===== config.mk =====
export PLATFORM = sky130hd
export DESIGN_NAME = controle_jogada
export DESIGN_NICKNAME = d
export VERILOG_FILES = /design/src/rtl/controle_jogada_pkg.sv /design/src/rtl/controle_jogada_detector_borda.sv /design/src/rtl/controle_jogada.sv
export SDC_FILE = /design/constraint.sdc
export NUM_CORES = 1
export LEC_CHECK = 0
export BUFFER_PORTS_ARGS = -buffer_cell sky130_fd_sc_hd__buf_4
export CORE_ASPECT_RATIO = 1.1
export CORE_MARGIN = 2
export CORE_UTILIZATION = 30
export DETAILED_ROUTE_END_ITERATION = 6
export SYNTH_ARGS = -nofsm -noshare
export SYNTH_HDL_FRONTEND = slang
export SYNTH_SLANG_ARGS = --single-unit

===== constraint.sdc =====
create_clock -name clock -period 6 [get_ports clock]
set_input_delay 0.9 -clock clock [delete_from_list [all_inputs] [get_ports clock]]
set_output_delay 0.9 -clock clock [all_outputs]
set_load 0.01 [all_outputs]

===== src/rtl/controle_jogada_pkg.sv =====
// Shared state encodings and play-phase constants for the play controller.
package controle_jogada_pkg;

    typedef enum logic [3:0] {
        INICIAL  = 4'd0,
        PREPARA  = 4'd1,
        ESPERA   = 4'd2,
        REGISTRA = 4'd3,
        ACERTO   = 4'd4,
        ERRO     = 4'd5,
        ESTOURO  = 4'd6,
        FIM      = 4'd7
    } estado_t;

    // ANTES: still inside the pre-update window; DEPOIS: display already advanced.
    typedef enum logic {
        ANTES  = 1'b0,
        DEPOIS = 1'b1
    } fase_t;

endpackage


===== src/rtl/controle_jogada_detector_borda.sv =====
// Press detector: flags the cycle a button set goes from all-released to any-pressed.
module detector_borda #(
    parameter int W = 4
) (
    input  logic         clock,
    input  logic         zera_as_n,
    input  logic [W-1:0] botoes,
    output logic         borda
);

    logic [W-1:0] anterior;

    always_ff @(posedge clock or negedge zera_as_n) begin
        if (!zera_as_n) begin
            anterior <= '0;
        end else begin
            // NOTE: non-blocking so every flop samples pre-edge values regardless of block order.
            anterior <= botoes;
        end
    end

    // A button still held from an earlier round keeps anterior non-zero, so no new edge.
    assign borda = (botoes != '0) && (anterior == '0);

endmodule


===== src/rtl/controle_jogada.sv =====
// Play controller: waits for a button press inside the period window, judges it
// against the expected play and walks the rounds until win, error or timeout.
module controle_jogada
    import controle_jogada_pkg::*;
#(
    parameter int W       = 4,
    parameter int RODADAS = 16,
    parameter int RW      = 4
) (
    input  logic          clock,
    input  logic          zera_as_n,
    input  logic          iniciar,
    input  logic [W-1:0]  botoes,
    input  logic [W-1:0]  esperada,
    input  logic          fim_antes,
    input  logic          fim_depois,
    output logic          zera_periodo,
    output logic          conta_periodo,
    output logic          atualiza_display,
    output logic          acertou,
    output logic          acerto_antes,
    output logic          errou,
    output logic          timeout,
    output logic          pronto,
    output logic          ganhou,
    output logic [RW-1:0] rodada,
    output logic [W-1:0]  jogada,
    output logic [3:0]    estado_db
);

    estado_t       estado, estado_prox;
    fase_t         fase, fase_prox;
    logic [RW-1:0] rodada_prox;
    logic [W-1:0]  jogada_prox;
    logic          ganhou_prox;
    logic          display_prox;
    logic          borda;

    detector_borda #(.W(W)) u_borda (
        .clock     (clock),
        .zera_as_n (zera_as_n),
        .botoes    (botoes),
        .borda     (borda)
    );

    always_comb begin
        // NOTE: every target gets a default first so no path leaves it unassigned (no latch).
        estado_prox  = estado;
        fase_prox    = fase;
        rodada_prox  = rodada;
        jogada_prox  = jogada;
        ganhou_prox  = ganhou;
        display_prox = 1'b0;
        case (estado)
            INICIAL: if (iniciar) begin
                estado_prox = PREPARA;
                rodada_prox = '0;
            end
            PREPARA: begin
                fase_prox   = ANTES;
                estado_prox = ESPERA;
            end
            ESPERA: begin
                // A press beats both window ends arriving in the same cycle.
                if (borda) begin
                    jogada_prox = botoes;
                    estado_prox = REGISTRA;
                end else begin
                    if (fim_antes && fase == ANTES) begin
                        display_prox = 1'b1;
                        fase_prox    = DEPOIS;
                    end
                    if (fim_depois) estado_prox = ESTOURO;
                end
            end
            REGISTRA: estado_prox = ((jogada == esperada) && $onehot(jogada)) ? ACERTO : ERRO;
            ACERTO: begin
                if (rodada == RW'(RODADAS - 1)) begin
                    ganhou_prox = 1'b1;
                    estado_prox = FIM;
                end else begin
                    rodada_prox = rodada + RW'(1);
                    estado_prox = PREPARA;
                end
            end
            ERRO, ESTOURO: begin
                ganhou_prox = 1'b0;
                estado_prox = FIM;
            end
            FIM: if (iniciar) begin
                rodada_prox = '0;
                ganhou_prox = 1'b0;
                estado_prox = PREPARA;
            end
            default: estado_prox = INICIAL;
        endcase
    end

    // Outputs are decoded from the next state and registered alongside it.
    always_ff @(posedge clock or negedge zera_as_n) begin
        if (!zera_as_n) begin
            estado           <= INICIAL;
            fase             <= ANTES;
            rodada           <= '0;
            jogada           <= '0;
            ganhou           <= 1'b0;
            zera_periodo     <= 1'b0;
            conta_periodo    <= 1'b0;
            atualiza_display <= 1'b0;
            acertou          <= 1'b0;
            acerto_antes     <= 1'b0;
            errou            <= 1'b0;
            timeout          <= 1'b0;
            pronto           <= 1'b0;
        end else begin
            estado           <= estado_prox;
            fase             <= fase_prox;
            rodada           <= rodada_prox;
            jogada           <= jogada_prox;
            ganhou           <= ganhou_prox;
            zera_periodo     <= (estado_prox == PREPARA);
            conta_periodo    <= (estado_prox == ESPERA);
            atualiza_display <= display_prox;
            acertou          <= (estado_prox == ACERTO);
            acerto_antes     <= (estado_prox == ACERTO) && (fase_prox == ANTES);
            errou            <= (estado_prox == ERRO);
            timeout          <= (estado_prox == ESTOURO);
            pronto           <= (estado_prox == FIM);
        end
    end

    assign estado_db = estado;

endmodule


# Word-level counts from Yosys, hierarchy flattened
# Cells that the tools add are included.
[classes]
add_sub_neg = 4
eq_ne = 20
muxes = 18
bitwise = 2
n_reduce_logical = 14
[op_table]
columns = ["cell", "n"]
rows = [
  ["equality test 4 x 3 -> 1 bit (second input constant)", 8],
  ["case mux 4 bit (6 select lines)", 1],
  ["two-way mux 4 bit", 5],
  ["equality test 4 x 2 -> 1 bit (second input constant)", 3],
  ["equality test 4 x 1 -> 1 bit (second input constant)", 2],
  ["logical NOT 4 bit", 2],
  ["two-way mux 1 bit", 8],
  ["case mux 4 bit (2 select lines)", 1],
  ["inequality test 2 bit (second input constant)", 3],
  ["AND reduction 3 bit", 2],
  ["adder 1 x 1 -> 2 bit", 2],
  ["adder 4 x 1 -> 4 bit (second input constant)", 1],
  ["equality test 4 bit", 1],
  ["equality test 4 bit (second input constant)", 1],
  ["logical AND 1 bit", 4],
  ["nonzero test 4 bit", 1],
  ["OR reduction 2 bit", 2],
  ["adder 2 x 2 -> 3 bit", 1],
  ["equality test 3 x 1 -> 1 bit (second input constant)", 1],
  ["two-way mux 3 bit", 1],
  ["case mux 1 bit (3 select lines)", 1],
  ["nonzero test 3 bit", 1],
  ["inequality test 2 x 1 -> 1 bit (second input constant)", 1],
  ["inverter 1 bit", 2],
  ["other kinds (3)", 3],
]
[word_totals]
reg_bits = 26
input_bits = 13
out_inout_bits = 21
wordCells = 72

# Depth between registers and ports, before layout
# Gate-level depths: netlist of run 1.
[depth]
word_depth = 8
mapped_depth = 8
mapped_depth_nobuf = 8

# Cells and area by module
# A second synthesis of run 1 with hierarchy kept.
[hier_totals]
cells_unflattened = 111
area_unflattened_um2 = 1286.2
[modules_own_cells]
columns = ["mod", "n_inst", "cells_per_inst", "area_each_um2", "seq_area_each_um2"]
rows = [
  ["controle_jogada", 1, 104, 1168.6, 550.5],
  ["detector_borda", 1, 7, 117.6, 100.1],
]

# Worst setup path after synthesis of run 1
# Ideal clock, no wire load.
[synth_timing]
kind = "register to register"
start = "reg jogada[0]"
end = "reg estado[0], in the netlist estado_db[0]"
setup_ps = 127
t_arrival_ps = 2098
t_required_ps = 5873
setup_slack_ps = 3775
stages_incl_launch_ff = 9
path_buffers = 0
synth_period_minus_slack_ps = 2225
cell_sequence = "dfrtp_1 > inv_1 > fa_1 > inv_1 > ha_1 > ha_1 > nor3_1 > a31oi_1 > or2_2"
[synth_via]
elab_chain_cells = 6
elab_cells_between_ends = 7
classes_between = "2 x add/sub; 2 x eq/ne; 2 x mux; 1 x reduce/logical"
[synth_rtl]
columns = ["item", "line_no", "text"]
rows = [
  ["from (decl)", "controle_jogada.sv:27", "output logic [W-1:0] jogada,"],
  ["from (signal assigned)", "controle_jogada.sv:119", "jogada <= jogada_prox;"],
  ["adder 1 x 1 -> 2 bit (implied by the code)", "controle_jogada.sv:76", "REGISTRA: estado_prox = ((jogada == esperada) && $onehot(jogada)) ? ACERTO : ERRO;"],
  ["adder 2 x 2 -> 3 bit (implied by the code)", "controle_jogada.sv:76", ""],
  ["equality test 3 x 1 -> 1 bit", "controle_jogada.sv:76", ""],
  ["logical AND 1 bit (*)", "controle_jogada.sv:76", ""],
  ["two-way mux 1 bit (*)", "controle_jogada.sv:76", ""],
  ["case mux 4 bit (6 select lines) (*)", "controle_jogada.sv:54", "case (estado)"],
  ["named net estado_prox[0]", "controle_jogada.sv:31", "estado_t estado, estado_prox;"],
  ["to (signal assigned)", "controle_jogada.sv:116", "estado <= estado_prox;"],
  ["to (decl)", "controle_jogada.sv:31", ""],
]
# Mark *: on every way through the listed nets, which the timed path passes. The rest lies on a longest branch.
# A chain may end at the register's enable or synchronous reset.

# Final worst setup path of run 1
[layout_timing]
start = "reg jogada[0]"
end = "reg acerto_antes"
[layout_via]
elab_chain_cells = 8
elab_cells_between_ends = 9
classes_between = "2 x add/sub; 3 x eq/ne; 2 x mux; 2 x reduce/logical"
[layout_rtl]
columns = ["item", "line_no", "text"]
rows = [
  ["adder 1 x 1 -> 2 bit (implied by the code)", "controle_jogada.sv:76", ""],
  ["adder 2 x 2 -> 3 bit (implied by the code)", "controle_jogada.sv:76", ""],
  ["equality test 3 x 1 -> 1 bit", "controle_jogada.sv:76", ""],
  ["logical AND 1 bit (*)", "controle_jogada.sv:76", ""],
  ["two-way mux 1 bit (*)", "controle_jogada.sv:76", ""],
  ["case mux 4 bit (6 select lines) (*)", "controle_jogada.sv:54", ""],
  ["equality test 4 x 3 -> 1 bit (*)", "controle_jogada.sv:125", "acerto_antes <= (estado_prox == ACERTO) && (fase_prox == ANTES);"],
  ["logical AND 1 bit (*)", "controle_jogada.sv:125", ""],
  ["to (signal assigned)", "controle_jogada.sv:125", ""],
  ["to (decl)", "controle_jogada.sv:21", "output logic acerto_antes,"],
]
# Mark *: on every way between the ends. The rest lies on a longest branch, timed or not.

==> impl_metrics.py, run 1 <==
metrics = {
    "floorplanning": {
        "die_height_um": 71.4,
        "ioPinCount": 34,
        "coreArea_um2": 3960,
        "die_width_um": 65.3,
        "core.rowCount": 24,
        "floorplan.initialDensity_pct": 31.3,
        "die_area_um2": 4660,
    },
    "synth": {
        "synth_top_family_by_area": "simple AND/OR/NAND/NOR gates",
        "synthTopCellsByCount": "dfrtp_1 (26), inv_1 (11), nand2_1 (6), nor3_1 (6), nor2_1 (5)",
        "synth-compound-area-share_pct": 12.1,
        "synth_xor_area_share_pct": 3.53,
        "async_flop_share_pct": 100,
        "synth_top_area_share_pct": 52.5,
        "yosys_register_bits": 26,
        "synth-simple-area-share_pct": 15.8,
        "synth_cell_types": 42,
        "yosysMostFrequentCell": "dfrtp_1",
        "ys_warn_count": 0,
        "synth_edf_count": 0,
        "synthAdderAreaFrac_pct": 4.64,
        "avgSynthCellArea_um2": 11.3,
        "seq_area_frac_synth_pct": 52.5,
        "synth_flop_cell": "dfrtp_1",
        "syn_nets": 127,
        "netlist_instances": 110,
        "netlist_area_um2": 1240,
        "synth.mux.area_fraction_pct": 5.65,
        "yosys.area.top_type": "dfrtp_1",
        "synthTopCellsByArea": "dfrtp_1 (52%), mux2_2 (3.6%), inv_1 (3.3%), ha_1 (3.0%), xor2_1 (2.8%)",
    },
    "setup_path": {
        "crit_path_start_kind": "flop",
        "path_cells": "inv_1, fa_1, inv_1, ha_1, ha_1, nor3_1, a31oi_1, nor4_1",
        "crit_type": "flop to flop",
        "reg2reg_slack_ns": 3.65,
        "cp.arrival_ns": 2.51,
        "end_kind": "flop",
        "crit_family": "adder cells",
        "crit_path_top_delay_cell": "fa_1",
        "cp_max_fo": 5,
        "crit_required_ns": 6.16,
        "cp_slowest_stage_delay_ns": 0.53,
        "critPathBufInv": 2,
    },
    "clocking": {
        "clock_sinks": 26,
        "ctsLongestPathBuffers": 2,
        "h-tree-depth": 1,
        "holdBufCountCts": 0,
        "clk_pin_slew_worst_paths_ns": 0.09,
        "post_cts_buffers": 0,
        "cts_tree": "yes",
        "ctsResizeCount": 0,
        "clock-root-buffer": "clkbuf_8",
        "clk_latency_ns": 0.27,
        "cts-buffers-inserted": 3,
    },
    "global_route": {
        "antenna_found_initial": 0,
        "grt_first_pass_wirelength_mm": 4.35,
        "grt_pass1_vias": 927,
        "grt.overflow.total": 0,
        "groute.usage.overall_pct": 12.4,
        "grt_max_degree": 27,
    },
    "pwr": {
        "switchingPower_mw": 0.171,
        "max-vdd-ir-drop_v": 0.000106,
        "seq_power_share_pct": 44.5,
        "power_density_nw_per_um2": 341,
        "combPwrFrac_pct": 28.8,
        "swShare_pct": 31.4,
        "p_leak_nw": 0.783,
        "clockPowerShare_pct": 26.8,
        "intPower_mw": 0.374,
    },
    "layout": {
        "multi_input_area_um2": 522,
        "drive_gt1_share_pct": 32.9,
        "antenna_cells": 0,
        "area.growth.synth_to_final_pct": 28.9,
        "fin_util_pct": 40.3,
        "ff_latch_area_um2": 651,
        "nNetsFinal": 161,
        "n_fill_cell": 389,
    },
    "sta": {
        "worst_pin_slew_ns": 0.668,
        "tns_ns": 0,
        "fmax_mhz": 425,
        "final.setup_skew_ns": 0.00288,
        "final_max_slew_viol_count": 0,
        "hold_viol_final": 0,
        "setup_viol": 0,
        "slew_headroom_pct": 55.0,
        "timing.final.crit_share_pct": 39.2,
        "min_period_ns": 2.35,
        "rsz0062_at_grt": "no",
    },
    "min_path": {
        "worst_hold_path_type": "flop to flop",
    },
    "placed_design": {
        "hpwl_mm": 2.01,
        "gp_congestion": 0.779,
        "port_buffers": 33,
    },
    "drt": {
        "drc": 0,
        "vias": 947,
        "antenna_left": 0,
        "avgRoutedWirePerCell_um": 13.6,
        "wl_mm": 2.65,
        "drtIter0Drc": 69,
        "drt_pre_antenna_iters": 5,
        "viasPerCell": 4.86,
    },
    "flow_run": {
        "max_cap_viol_count": 0,
    },
    "outcome": {
        "status": "finished clean",
    },
}
-- final timing paths --
| kind | startpoint | endpoint | depth (start not counted) |
|---|---|---|---|
| min in group asynchronous | zera_as_n | errou$_DFF_PN0_ | 1 |
| min reg2reg | fase$_DFF_PN0_ | atualiza_display$_DFF_PN0_ | 1 |
| min | fase$_DFF_PN0_ | atualiza_display$_DFF_PN0_ | 1 |
| max | jogada[0]$_DFFE_PN0P_ | acerto_antes$_DFF_PN0_ | 8 |
| max reg2reg | jogada[0]$_DFFE_PN0P_ | acerto_antes$_DFF_PN0_ | 8 |
| max in group asynchronous | zera_as_n | ganhou$_DFFE_PN0P_ | 1 |
-- layout by cell type (no fill, tap or decap), types with 2 or more instances in the layout --
| master | netlist | final |
|---|---|---|
| nor4_1 | 2 | 2 |
| o2bb2ai_1 | 2 | 2 |
| or2_2 | 2 | 2 |
| a21oi_1 | 2 | 2 |
| nor4b_1 | 2 | 2 |
| xor2_1 | 4 | 4 |
| nand2_1 | 6 | 6 |
| o21ai_0 | 3 | 3 |
| nor2_1 | 5 | 5 |
| ha_1 | 3 | 3 |
| inv_1 | 11 | 11 |
| mux2_2 | 4 | 4 |
| a222oi_1 | 2 | 2 |
| dfrtp_1 | 26 | 26 |
| nor3_1 | 6 | 6 |
| clkbuf_8 | 0 | 3 |
| or3_1 | 2 | 2 |
| nand3_1 | 3 | 3 |
| buf_4 | 1 | 33 |
-- per-stage QoR --
| stage | cells | hold slack, ns | cell area (µm²) | worst slack (ns) | power, mW |
|---|---|---|---|---|---|
| after floorplan | 110 | 0.403 | 1240 | 3.77 | 0.332 |
| after global placement | 191 | 0.428 | 1530 | 3.60 | 0.399 |
| after detailed placement | 191 | 0.442 | 1530 | 3.48 | 0.404 |
| after CTS | 195 | 0.448 | 1600 | 3.61 | 0.550 |
| after global routing | 195 | 0.462 | 1600 | 3.47 | 0.580 |
| final | 195 | 0.448 | 1600 | 3.65 | 0.544 |
-- flip-flops by register name (all words and copies together), names as in the netlist, 4 cells and up --
signal and cells:
rodada 4, estado_db 4, jogada 4, u_borda.anterior 4
-- logic make-up after synthesis --
group                      after synthesis
and+or+nand+nor                         35
xor gates and xnor gates                 5
buffers and inverters                   15
AOI/OAI and AO/OA                       18
DFF                                     26
other                                    1
muxes                                    6
adders and majority gates                4
-- routing by layer --
layer	up-vias	routed length, µm	track usage, %
met1	455	1250	16.2
met3	4	134	1.88
met2	29	1210	19.2
li1	459	-	-
met5	-	0	0
met4	0	68	7.64
-- power groups by stage --
stage               clock, mW  combinational (mW)  sequential (mW)
floorplan                   0              0.0883            0.243
global placement            0               0.153            0.245
detailed placement          0               0.158            0.246
CTS                     0.149               0.160            0.242
global route            0.157               0.176            0.247
finish                  0.146               0.157            0.242
-- layout make-up --
type | count | area share [%]
timing repair buffer | 33 | 15.5
tap | 52 | 4.07
clock buffer | 3 | 2.58
inverter | 11 | 2.58
clock inverter | 1 | 1.88
multi-input combinational | 69 | 32.7
sequential | 26 | 40.7
Note: power is estimated with default switching activity, not from simulation.
==> run 2, diff against run 1 <==
==> constraint.sdc (replaced) <==
create_clock -name clock -period 2.4 [get_ports clock]
set_input_delay 0.36 -clock clock [delete_from_list [all_inputs] [get_ports clock]]
set_output_delay 0.36 -clock clock [all_outputs]
set_load 0.01 [all_outputs]
==> run 2 against run 1 <==
  * Core utilization rose by 1.5 points
  * Total power rose to 2.5 times the previous value
  * Via count rose by 0.63%
  * Count of clock-buffer cells in the layout did not move
  * Sequential share of layout area fell by 1.5 points
  * Sequential power rose by 140%
  * Critical endpoint is now estado_db[0]$_DFF_PN0_
  * Highest routed layer unchanged
==> impl_metrics.py, run 2 (synthesis gave the netlist of run 1 again) <==
metrics = {
    "sta": {
        "min_period_ns": 2.26,
        "final.setup_skew_ns": 0.00438,
        "timing.final.crit_share_pct": 94.2,
        "worst_pin_slew_ns": 0.688,
        "setup_viol": 0,
        "final_max_slew_viol_count": 0,
        "tns_ns": 0,
        "fmax_mhz": 442,
        "worst_slack_ns": 0.139,
        "whs_ns": 0.213,
        "hold_viol_final": 0,
        "slew_headroom_pct": 53.7,
    },
    "global_route": {
        "grt_util_met1_pct": 14.5,
        "groute.usage.overall_pct": 12.0,
        "grt_max_degree": 27,
        "met2_usage_pct": 20.9,
        "grt_pass1_vias": 989,
        "grt_first_pass_wirelength_mm": 4.42,
        "met3_usage_pct": 2.20,
        "antenna_found_initial": 0,
        "grt_busiest_layer": "met2",
        "grt.overflow.total": 0,
    },
    "floorplanning": {
        "die_area_um2": 4660,
        "die_height_um": 71.4,
        "floorplan.initialDensity_pct": 31.3,
        "coreArea_um2": 3960,
        "ioPinCount": 34,
        "die_width_um": 65.3,
        "core.rowCount": 24,
    },
    "clocking": {
        "post_cts_buffers": 0,
        "h-tree-depth": 1,
        "clock_sinks": 26,
        "cts-buffers-inserted": 3,
        "ctsLongestPathBuffers": 2,
        "clock-root-buffer": "clkbuf_8",
        "cts_tree": "yes",
        "clk_pin_slew_worst_paths_ns": 0.09,
        "clk_latency_ns": 0.27,
    },
    "layout": {
        "area.growth.synth_to_final_pct": 33.8,
        "final_cell_mix": "buf_4 (39), dfrtp_1 (26), inv_1 (11)",
        "mostFrequentLayoutCell": "buf_4",
        "nNetsFinal": 168,
        "finalNonFillerCells": 202,
        "drive_gt1_share_pct": 36.0,
        "finalInstanceArea_um2": 1660,
        "fin_util_pct": 41.9,
        "antenna_cells": 0,
    },
    "pwr": {
        "switchingPower_mw": 0.413,
        "p_leak_nw": 0.820,
        "power_density_nw_per_um2": 825,
        "power_mw": 1.37,
        "seq_power_share_pct": 41.9,
        "clockPowerShare_pct": 25.9,
        "intPower_mw": 0.955,
        "swShare_pct": 30.2,
        "combPwrFrac_pct": 32.2,
        "max-vdd-ir-drop_v": 0.000248,
    },
    "setup_path": {
        "crit_type": "flop to flop",
        "end_kind": "flop",
        "cp.arrival_ns": 2.41,
        "cp_max_fo": 5,
        "crit_required_ns": 2.55,
        "crit_path_start_kind": "flop",
    },
    "drt": {
        "drtIter0Drc": 58,
        "antenna_left": 0,
        "wl_mm": 2.53,
        "viasPerCell": 4.72,
        "avgRoutedWirePerCell_um": 12.5,
        "vias": 953,
        "drt_pre_antenna_iters": 4,
        "drc": 0,
    },
    "placed_design": {
        "place_inst": 197,
        "gp_congestion": 0.829,
        "port_buffers": 33,
        "dpl_worst_slack_ns": 0.148,
        "placed_cell_area_um2": 1570,
        "hpwl_mm": 1.96,
    },
    "outcome": {
        "status": "finished clean",
    },
    "min_path": {
        "worst_hold_path_type": "input port to flop",
    },
    "flow_run": {
        "max_cap_viol_count": 0,
    },
}
## run 2: layer usage
metal,share of wire [%],wire length (µm)
met4,1.7,44
met1,44,1120
met5,0,0
met3,4.1,104
met2,50,1270
## run 2: area by class of cell
| cell class | instances | area (µm²) |
|---|---|---|
| fillers | 375 | 2300 |
| flip-flops and latches | 26 | 651 |
| multi-input cells | 69 | 528 |
| repair buffers | 40 | 303 |
| well taps | 52 | 65.1 |
| clock buffers | 3 | 41.3 |
| inverters | 11 | 41.3 |
| clock inverters | 1 | 30.0 |
## run 2: final timing paths
| kind | start | end | slack, ns | cells after the start |
|---|---|---|---|---|
| min in group asynchronous | zera_as_n | estado_db[2]$_DFF_PN0_ | 0.53 | 2 |
| worst max-delay path | jogada[1]$_DFFE_PN0P_ | estado_db[0]$_DFF_PN0_ | 0.14 | 8 |
| worst min register to register | fase$_DFF_PN0_ | atualiza_display$_DFF_PN0_ | 0.44 | 1 |
| worst max register to register | jogada[1]$_DFFE_PN0P_ | estado_db[0]$_DFF_PN0_ | 0.14 | 8 |
| max in group asynchronous | zera_as_n | jogada[3]$_DFFE_PN0P_ | 1.62 | 2 |
| worst min-delay path | botoes[2] | u_borda.anterior[2]$_DFF_PN0_ | 0.21 | 1 |
## run 2: power groups by stage
| stage | Clock [mW] | Combinational (mW) | Sequential (mW) |
|---|---|---|---|
| detailed placement | 0 | 0.442 | 0.583 |
| global route | 0.381 | 0.500 | 0.588 |
| floorplan | 0 | 0.221 | 0.609 |
| CTS | 0.363 | 0.445 | 0.574 |
| global placement | 0 | 0.435 | 0.582 |
| finish | 0.354 | 0.440 | 0.574 |
## run 2: timing repair
| action | 4_1_cts | 5_1_grt |
|---|---|---|
| resized for setup | 0 | 1 |
| setup endpoints to repair | 0 | 1 |
| hold endpoints to repair | 26 | 0 |
| hold buffers | 1 | 0 |
## run 2: critical path: stages (launching register included)
cell	delay (ns)
dfrtp_1	0.40
inv_1	0.07
fa_1	0.49
inv_1	0.04
ha_1	0.17
ha_1	0.27
nor3_1	0.18
a31oi_1	0.18
or2_2	0.33
==> run 3, diff against run 2 <==
--- a/config.mk
+++ b/config.mk
@@ -10,6 +10,7 @@
 export CORE_MARGIN = 2
 export CORE_UTILIZATION = 30
 export DETAILED_ROUTE_END_ITERATION = 6
+export PLACE_DENSITY_LB_ADDON = 0.1
 export SYNTH_ARGS = -nofsm -noshare
 export SYNTH_HDL_FRONTEND = slang
 export SYNTH_SLANG_ARGS = --single-unit
==> run 3 against run 2 <==
  * Register-to-register slack got worse by 0.04 ns
  * Maximum frequency is 1.7% lower
  * Total power fell by 4.8%
  * Core utilization rose by 0.063 points
  * Critical path type unchanged
  * Largest cell class unchanged
==> impl_metrics.py, run 3 (synthesis gave the netlist of run 1 again) <==
metrics = {
    "outcome": {
        "status": "finished clean",
    },
    "drt": {
        "drtIter0Drc": 48,
        "wl_mm": 2.64,
        "drc": 0,
        "drt_pre_antenna_iters": 5,
        "avgRoutedWirePerCell_um": 13.0,
        "antenna_left": 0,
        "viasPerCell": 4.68,
        "vias": 951,
    },
    "sta": {
        "slew_headroom_pct": 53.4,
        "min_period_ns": 2.30,
        "worst_pin_slew_ns": 0.692,
        "timing.final.crit_share_pct": 95.9,
        "final_max_slew_viol_count": 0,
        "setup_viol": 0,
        "hold_viol_final": 0,
        "fmax_mhz": 435,
        "worst_slack_ns": 0.0991,
        "final.setup_skew_ns": 0.00404,
    },
    "floorplanning": {
        "die_width_um": 65.3,
        "floorplan.initialDensity_pct": 31.3,
        "ioPinCount": 34,
        "die_height_um": 71.4,
        "die_area_um2": 4660,
        "coreArea_um2": 3960,
        "core.rowCount": 24,
    },
    "layout": {
        "drive_gt1_share_pct": 37.7,
        "final_cell_mix": "buf_4 (40), dfrtp_1 (26), inv_1 (11)",
        "antenna_cells": 0,
        "nNetsFinal": 169,
        "n_fill_cell": 408,
        "area.growth.synth_to_final_pct": 34.0,
        "mostFrequentLayoutCell": "buf_4",
    },
    "placed_design": {
        "dpl_worst_slack_ns": 0.106,
        "hpwl_mm": 2.00,
        "gp_congestion": 0.758,
        "port_buffers": 33,
    },
    "clocking": {
        "clk_latency_ns": 0.27,
        "clock-root-buffer": "clkbuf_8",
        "clk_pin_slew_worst_paths_ns": 0.09,
        "clock_sinks": 26,
        "ctsLongestPathBuffers": 2,
        "cts-buffers-inserted": 3,
        "post_cts_buffers": 0,
        "cts_tree": "yes",
        "h-tree-depth": 1,
    },
    "setup_path": {
        "reg2reg_slack_ns": 0.1,
        "crit_type": "flop to flop",
        "worstReg2RegStart": "jogada[0]$_DFFE_PN0P_",
        "crit_required_ns": 2.56,
        "rr_worst_depth": 8,
        "end_kind": "flop",
        "cp.arrival_ns": 2.46,
        "cp-startpoint": "jogada[0]$_DFFE_PN0P_",
        "cp_max_fo": 5,
        "crit_path_start_kind": "flop",
        "crit_end": "estado_db[0]$_DFF_PN0_",
        "reg2reg_to": "estado_db[0]$_DFF_PN0_",
    },
    "global_route": {
        "grt_max_degree": 27,
        "grt_pass1_vias": 876,
        "grt.overflow.total": 0,
        "grt_first_pass_wirelength_mm": 4.09,
        "groute.usage.overall_pct": 11.4,
        "antenna_found_initial": 0,
    },
    "pwr": {
        "seq_power_share_pct": 44.0,
        "p_leak_nw": 0.821,
        "power_density_nw_per_um2": 784,
        "switchingPower_mw": 0.422,
        "combPwrFrac_pct": 34.5,
        "max-vdd-ir-drop_v": 0.000321,
        "intPower_mw": 0.881,
        "swShare_pct": 32.4,
        "power_mw": 1.30,
        "clockPowerShare_pct": 21.5,
    },
    "min_path": {
        "worst_hold_path_type": "input port to flop",
        "hp-start": "botoes[3]",
    },
    "flow_run": {
        "max_cap_viol_count": 0,
    },
}
==> run 3: timing repair <==
action,in CTS,in global routing
gates resized for setup,0,3
setup endpoints to repair,0,3
hold endpoints to repair,26,0
hold buffers,1,0
==> run 3: metal layers <==
metal	vias to the layer above	GRT usage, %	share of wire, %
met5	-	0	0
met1	451	15.2	45
met4	0	3.47	1.3
li1	469	-	-
met3	4	2.35	4.5
met2	27	18.6	50
==> run 3: power groups by stage <==
stage / combinational, mW / clock [mW] / sequential [mW]
finish: 0.450 / 0.280 / 0.573
global route: 0.502 / 0.310 / 0.590
CTS: 0.446 / 0.291 / 0.574
detailed placement: 0.442 / 0 / 0.583
global placement: 0.441 / 0 / 0.583
floorplan: 0.221 / 0 / 0.609
==> run 3: how the worst min path moves through the flow <==
stage | end | slack, ns | cells past startpoint
final | u_borda.anterior[3]$_DFF_PN0_ | 0.21 | 1
after global routing | u_borda.anterior[3]$_DFF_PN0_ | 0.20 | 1
after CTS | u_borda.anterior[3]$_DFF_PN0_ | 0.21 | 1
after detailed placement | acertou$_DFF_PN0_ | 0.29 | 1
after global placement | acertou$_DFF_PN0_ | 0.29 | 1
after floorplan | acerto_antes$_DFF_PN0_ | 0.06 | 0
==> run 3: area by class of cell <==
class                           instances  area, µm²  area share, %
Clock buffer                            4       55.1           3.31
Sequential cell                        26        651           39.2
Inverter                               11       41.3           2.48
Timing Repair Buffer                   41        310           18.7
Tap cell                               52       65.1           3.92
Multi-Input combinational cell         69        539           32.5
==> run 3: per-stage QoR <==
stage | hold WS [ns] | std cells | cell area (µm²) | TNS, ns | utilization (%)
floorplan | 0.0644 | 110 | 1240 | 0 | -
global placement | 0.289 | 198 | 1580 | 0 | 39.8
detailed placement | 0.290 | 198 | 1580 | 0 | 39.8
CTS | 0.207 | 203 | 1640 | 0 | 41.5
global route | 0.202 | 203 | 1660 | -0.00456 | 41.9
finish | 0.214 | 203 | 1660 | 0 | 41.9
==> run 3: critical path, cell delays in order, from the launching register on <==
cell	delay, ns
dfrtp_1	0.41
inv_1	0.08
fa_1	0.53
inv_1	0.04
ha_1	0.17
ha_1	0.28
nor3_2	0.20
a31oi_2	0.17
or2_2	0.32
